### src/rtl/ram_op_sequencer.sv
// ram_op_sequencer
// Command initiator for the 3-port operand RAM. For each accepted command it
// reads operands A and B through the registered read ports, runs them through
// a small ALU and writes the result back through the write port. One command
// is in flight at a time: IDLE -> READ -> EXEC -> WRITE -> IDLE.
module ram_op_sequencer #(
    parameter int DATA_W = 8,
    parameter int ADDR_W = 8
) (
    input  logic              CLK,
    input  logic              RST,
    input  logic              cmd_valid,
    output logic              cmd_ready,
    input  logic [2:0]        cmd_op,
    input  logic [ADDR_W-1:0] cmd_addr_a,
    input  logic [ADDR_W-1:0] cmd_addr_b,
    input  logic [ADDR_W-1:0] cmd_addr_z,
    output logic [ADDR_W-1:0] Addr_A,
    input  logic [DATA_W-1:0] Data_A,
    output logic [ADDR_W-1:0] Addr_B,
    input  logic [DATA_W-1:0] Data_B,
    output logic [ADDR_W-1:0] Addr_C,
    output logic [DATA_W-1:0] Data_C,
    output logic              WE_C,
    output logic              busy,
    output logic              done,
    output logic              flag_c,
    output logic              flag_z
);

    typedef enum logic [1:0] {
        IDLE  = 2'd0,
        READ  = 2'd1,
        EXEC  = 2'd2,
        WRITE = 2'd3
    } state_t;

    localparam logic [2:0] OP_ADD  = 3'd0;
    localparam logic [2:0] OP_SUB  = 3'd1;
    localparam logic [2:0] OP_AND  = 3'd2;
    localparam logic [2:0] OP_OR   = 3'd3;
    localparam logic [2:0] OP_XOR  = 3'd4;
    localparam logic [2:0] OP_PASS = 3'd5;
    localparam logic [2:0] OP_SHL  = 3'd6;
    localparam logic [2:0] OP_SHR  = 3'd7;

    state_t              state;
    logic [2:0]          op_q;
    logic [ADDR_W-1:0]   addr_z_q;
    logic                carry_q;
    logic                we_q;
    logic                done_q;

    logic [DATA_W-1:0]   alu_result;
    logic                alu_carry;
    logic [DATA_W:0]     sum_ext;
    logic [DATA_W:0]     diff_ext;

    // ALU: operands come straight from the RAM read data, valid during EXEC
    always_comb begin
        alu_result = '0;
        alu_carry  = 1'b0;
        sum_ext    = {1'b0, Data_A} + {1'b0, Data_B};
        diff_ext   = {1'b0, Data_A} - {1'b0, Data_B};
        case (op_q)
            OP_ADD: begin
                alu_result = sum_ext[DATA_W-1:0];
                alu_carry  = sum_ext[DATA_W];
            end
            OP_SUB: begin
                alu_result = diff_ext[DATA_W-1:0];
                alu_carry  = diff_ext[DATA_W];
            end
            OP_AND:  alu_result = Data_A & Data_B;
            OP_OR:   alu_result = Data_A | Data_B;
            OP_XOR:  alu_result = Data_A ^ Data_B;
            OP_PASS: alu_result = Data_A;
            OP_SHL: begin
                alu_result = {Data_A[DATA_W-2:0], 1'b0};
                alu_carry  = Data_A[DATA_W-1];
            end
            OP_SHR: begin
                alu_result = {1'b0, Data_A[DATA_W-1:1]};
                alu_carry  = Data_A[0];
            end
            default: begin
                alu_result = '0;
                alu_carry  = 1'b0;
            end
        endcase
    end

    // Sequencer FSM with registered handshake, RAM address/data and flag outputs
    always_ff @(posedge CLK) begin
        if (RST) begin
            state     <= IDLE;
            cmd_ready <= 1'b1;
            busy      <= 1'b0;
            we_q      <= 1'b0;
            done_q    <= 1'b0;
            flag_c    <= 1'b0;
            flag_z    <= 1'b0;
            carry_q   <= 1'b0;
            op_q      <= '0;
            addr_z_q  <= '0;
            Addr_A    <= '0;
            Addr_B    <= '0;
            Addr_C    <= '0;
            Data_C    <= '0;
        end else begin
            case (state)
                IDLE: begin
                    if (cmd_valid && cmd_ready) begin
                        op_q      <= cmd_op;
                        Addr_A    <= cmd_addr_a;
                        Addr_B    <= cmd_addr_b;
                        addr_z_q  <= cmd_addr_z;
                        cmd_ready <= 1'b0;
                        busy      <= 1'b1;
                        state     <= READ;
                    end
                end
                READ: begin
                    state <= EXEC;
                end
                EXEC: begin
                    Data_C  <= alu_result;
                    carry_q <= alu_carry;
                    Addr_C  <= addr_z_q;
                    we_q    <= 1'b1;
                    done_q  <= 1'b1;
                    state   <= WRITE;
                end
                WRITE: begin
                    we_q      <= 1'b0;
                    done_q    <= 1'b0;
                    flag_c    <= carry_q;
                    flag_z    <= (Data_C == '0);
                    cmd_ready <= 1'b1;
                    busy      <= 1'b0;
                    state     <= IDLE;
                end
                default: begin
                    state <= IDLE;
                end
            endcase
        end
    end

    // A reset arriving mid-WRITE must not leak a partial write into the RAM
    assign WE_C = we_q & ~RST;
    assign done = done_q & ~RST;

endmodule

### config.mk
export PLATFORM = sky130hd
export DESIGN_NAME = ram_op_sequencer
export DESIGN_NICKNAME = d
export VERILOG_FILES = /design/src/rtl/ram_op_sequencer.sv
export SDC_FILE = /design/constraint.sdc
export NUM_CORES = 1
export LEC_CHECK = 0
export CORE_UTILIZATION = 49
export DETAILED_ROUTE_END_ITERATION = 16
export PLACE_DENSITY = 0.8
export SLEW_MARGIN = 25
export SYNTH_ARGS = -nofsm -noshare
export SYNTH_HDL_FRONTEND = slang
export SYNTH_SLANG_ARGS = --single-unit
### constraint.sdc
create_clock -name CLK -period 2.55 [get_ports CLK]
set_input_delay 0.6375 -clock CLK [delete_from_list [all_inputs] [get_ports CLK]]
set_output_delay 0.6375 -clock CLK [all_outputs]
set_load 0.02 [all_outputs]
# After elaboration in Yosys (flattened, before gate mapping)
# Index checks and enable logic that the tools add are counted.
[word_totals]
regBits = 51
elab_cells = 48
[op_classes]
eq_ne = 11
mux = 9
n_reduce_logical = 8
bitwise = 5
n_addsub = 2
[ops]
columns = ["op", "n"]
rows = [
  ["one-hot mux 8 bit (8 select lines)", 1],
  ["equality test 3 bit (second input constant)", 4],
  ["adder 8 x 8 -> 9 bit", 1],
  ["subtractor 8 x 8 -> 9 bit", 1],
  ["bitwise AND 8 bit", 1],
  ["logical NOT 8 bit", 1],
  ["OR 8 bit", 1],
  ["one-hot mux 2 bit (4 select lines)", 1],
  ["bitwise XOR 8 bit", 1],
  ["equality test 3 x 2 -> 1 bit (second input constant)", 2],
  ["one-hot mux 1 bit (2 select lines)", 3],
  ["equality test 2 bit (second input constant)", 2],
  ["one-hot mux 1 bit (4 select lines)", 1],
  ["AND reduction 2 bit", 2],
  ["nonzero test 2 bit", 2],
  ["equality test 3 x 1 -> 1 bit (second input constant)", 1],
  ["logical NOT 3 bit", 1],
  ["equality test 2 x 1 -> 1 bit (second input constant)", 1],
  ["logical NOT 2 bit", 1],
  ["two-way mux 1 bit", 2],
  ["two-way mux 2 bit", 1],
  ["!= test 2 bit (second input constant)", 1],
  ["bitwise AND 1 bit", 1],
  ["logical AND 1 bit", 1],
  ["NOT 1 bit", 1],
]

# Depth between registers and ports, before layout
[logic_depth]
word_depth = 3
ltp_mapped = 8
mapped_depth_nobuf = 8

# Least setup slack after synthesis
# OpenSTA, ideal clock, no wires.
[synth_timing]
kind = "in2reg"
start = "input port Data_A[0]"
end = "register Data_C[4]"
arrival_time_ns = 2.117
path_buffers = 0
stages = 7
setup_time_ns = 0.148
slack_ns = 0.285
cell_sequence = "ha_1 > fa_1 > a21o_1 > a21o_1 > a221o_2 > nand2_1 > a311oi_1"
[synth_between]
elab_chain_cells = 2
[synth_lines]
columns = ["item", "line", "rtl"]
rows = [
  ["start, declared", "19", "input logic [DATA_W-1:0] Data_A,"],
  ["subtractor 8 x 8 -> 9 bit / adder 8 x 8 -> 9 bit (equally long branches)", "64, 63", ""],
  ["one-hot mux 8 bit (8 select lines) (*)", "65", "case (op_q)"],
  ["end signal, assigned", "127", "Data_C <= alu_result;"],
  ["end, declared", "23", "output logic [DATA_W-1:0] Data_C,"],
]
# Every way passes the cells marked *; elsewhere a longest branch is shown, timed or not.
# A chain may end at the register's enable or synchronous reset.

# Final worst setup path
[layout_timing]
start = "input port Data_A[1]"
end = "register Data_C[4]"
# The elaborated chain is that of the path after synthesis.

==> results.cfg <==
[run_status]
status = completed

[worst_setup_path]
startpoint_type = input port
crit_required_ns = 2.72
crit_type = input port to flop
crit_arrival_ns = 2.57
path_max_fanout = 3
cp-end-kind = flop

[sta]
clock_skew_ns = 0.007370
setup_viol = 0
fin_tns_setup_ns = 0
slew_viol_final = 0
timing.fmax_ghz = 0.4167
max_slew_margin_pct = 45.79
fin_crit_ns = 2.400
worst_pin_slew_ns = 0.8120
hold_viol = 0
whs_ns = 0.4589
finalCritPeriodShare_pct = 94.10

[clocking]
numCtsBuffers = 5
cts_tree = done
cts_htree_levels = 2
cts_buffer_depth = 2
root_buffer = clkbuf_8
path_clk_slew_ns = 0.09
clock_sinks = 51
worstSkewPairLatency_ns = 0.31

[layout]
antennaDiodeCount = 0
multi_input_area_um2 = 2032
nNetsFinal = 606
postLayoutCellArea_um2 = 4577
area_delta_synth_final_pct = 40.31
drive_above_1_share_pct = 14.91
seq_area_um2 = 1021
nFillCells = 525

[floorplanning]
die_w_um = 83.59
pin_count = 84
dieHeight_um = 83.59
start_util_pct = 51.08
coreArea_um2 = 6386
rows = 29
dieArea_um2 = 6987

[detailed_routing]
final_antenna_net_count = 0
wl_per_cell_um = 15.81
drt_iter0_drc = 186
drcViolationCount = 0
vias_per_cell = 5.646
wl_um = 9595
first_pass_iters = 4
vias = 3427

[yosys]
synth-edff-count = 0
ys.flop_type = dfxtp_1
ys_seq_area_share_pct = 31.30
syn_inst = 416
synth_cell_types = 55
async_flop_share_pct = 0
synth_nets = 493
ys_seq_elements = 51
yosysMostFrequentCell = nand2_1
synth_area_um2 = 3262
synth_warnings = 0
synth_area_leaders = dfxtp_1, ha_1, nand2_1, a21oi_1, mux2i_1
ys_top_cells_by_count = nand2_1, dfxtp_1, a21oi_1, ha_1, nor2_1
synth.avg_cell_area_um2 = 7.841
synth_top_area_share_pct = 31.30
yosysTopAreaCell = dfxtp_1

[global_route]
grt_pass1_vias = 3326
grt_max_degree = 51
antenna_found_initial = 0
overflow = 0
grt_first_pass_wirelength_um = 15620
grt.total_usage_pct = 27.20

[power_and_ir_drop]
vdd_drop_max_mv = 0.6175
leakage_uw = 0.001913
power_density_nw_per_um2 = 683.6
report.power.total_uw = 3129

[placed_design]
routabilityCongestion = 0.9508
io_buffers = 83
placed_area_um2 = 4427
hpwl_um = 7154

[min_path]
hp-class = flop to flop

[run]
drv_cap = 0
[flip-flops by register name, indices dropped and copies added (netlist names)]
name / flops
flag_z: 1
Addr_B: 8
carry_q: 1
busy: 1
op_q: 3
cmd_ready: 1
done_q: 1
flag_c: 1
Addr_C: 8
state: 2
addr_z_q: 8
Data_C: 8
Addr_A: 8
[cells in the final DEF, fill, tap and decap left out, drive strengths merged, types with 3 or more instances in the layout]
| cell | Yosys | final |
|---|---|---|
| nor2b | 5 | 5 |
| a21oi | 45 | 45 |
| clkbuf | 12 | 6 |
| nor4 | 3 | 3 |
| xnor2 | 3 | 3 |
| o21bai | 3 | 3 |
| dfxtp | 51 | 51 |
| o211ai | 4 | 4 |
| a21o | 3 | 3 |
| clkdlybuf4s50 | 0 | 79 |
| ha | 29 | 29 |
| nand2b | 8 | 8 |
| nand2 | 76 | 76 |
| buf | 18 | 54 |
| o221ai | 3 | 3 |
| o21ai | 17 | 17 |
| nor3 | 3 | 3 |
| nand3 | 9 | 9 |
| mux2i | 14 | 14 |
| a221o | 4 | 4 |
| nor2 | 29 | 29 |
| a31oi | 4 | 4 |
| a211oi | 10 | 10 |
| dlymetal6s2s | 0 | 3 |
| a221oi | 3 | 3 |
| inv | 25 | 25 |
| a311oi | 3 | 3 |
[power breakdown]
| group | leakage, uW | internal [uW] | switching (uW) |
|---|---|---|---|
| clock network | 0.0000474 | 222 | 274 |
| registers | 0.000416 | 949 | 136 |
| logic | 0.00145 | 704 | 844 |
| total | 0.00191 | 1880 | 1250 |
[final timing paths]
check / startpoint / to / slack, ns / depth (start not counted)
max: Data_A[1] / Data_C[4] / 0.15 / 8
min: addr_z_q[7] / addr_z_q[7] / 0.46 / 2
max reg2reg: op_q[2] / Data_C[7] / 0.41 / 5
min reg2reg: addr_z_q[7] / addr_z_q[7] / 0.46 / 2
[cells by family after synthesis]
kind of cell,Yosys count,share of synthesized area [%]
and+or+nand+nor,143,19.14
AOI/OAI and AO/OA,114,22.59
buffers and inverters,56,7.518
DFF,51,31.30
adders and majority gates,31,12.35
muxes,17,6.022
xor gates and xnor gates,4,1.074
[final cells by class]
type	instances	area share [%]
clock buffer	6	1.804
clock inverter	2	0.3554
inverter	26	2.132
multi-input combinational	309	44.40
sequential	51	22.31
tap	77	2.105
timing repair buffer	136	26.90
[metal layers]
metal,part of all wire [%],up-vias,track usage [%]
li1,-,1663,-
met1,43,1597,33.79
met2,49,144,48.41
met3,6.5,23,4.847
met4,1.8,0,6.934
met5,0,-,0
[timing repair]
item,4_1_cts,5_1_grt
hold endpoints to repair,0,0
buffers inserted,0,1
hold buffers,0,0
setup endpoints to repair,1,6
pin swaps,1,4
resized for setup,0,12
[worst max-delay path, cell delays in order]
cell and delay, ns:
clkdlybuf4s50_1 0.44, buf_4 0.17, fa_2 0.40, a21o_1 0.19, a21o_1 0.21, a221o_2 0.38, nand2_1 0.06, a311oi_1 0.08
[stage by stage]
| stage | setup WS (ns) | util, % | instances |
|---|---|---|---|
| floorplan | 0.2845 | - | 416 |
| finish | 0.1503 | 71.67 | 607 |
| global placement | -0.2425 | 69.32 | 598 |
| detailed placement | -0.3302 | 69.32 | 598 |
| CTS | 0.0008982 | 70.87 | 606 |
| global route | -0.002115 | 71.67 | 607 |
No activity file was read; power rests on OpenSTA's default activity.
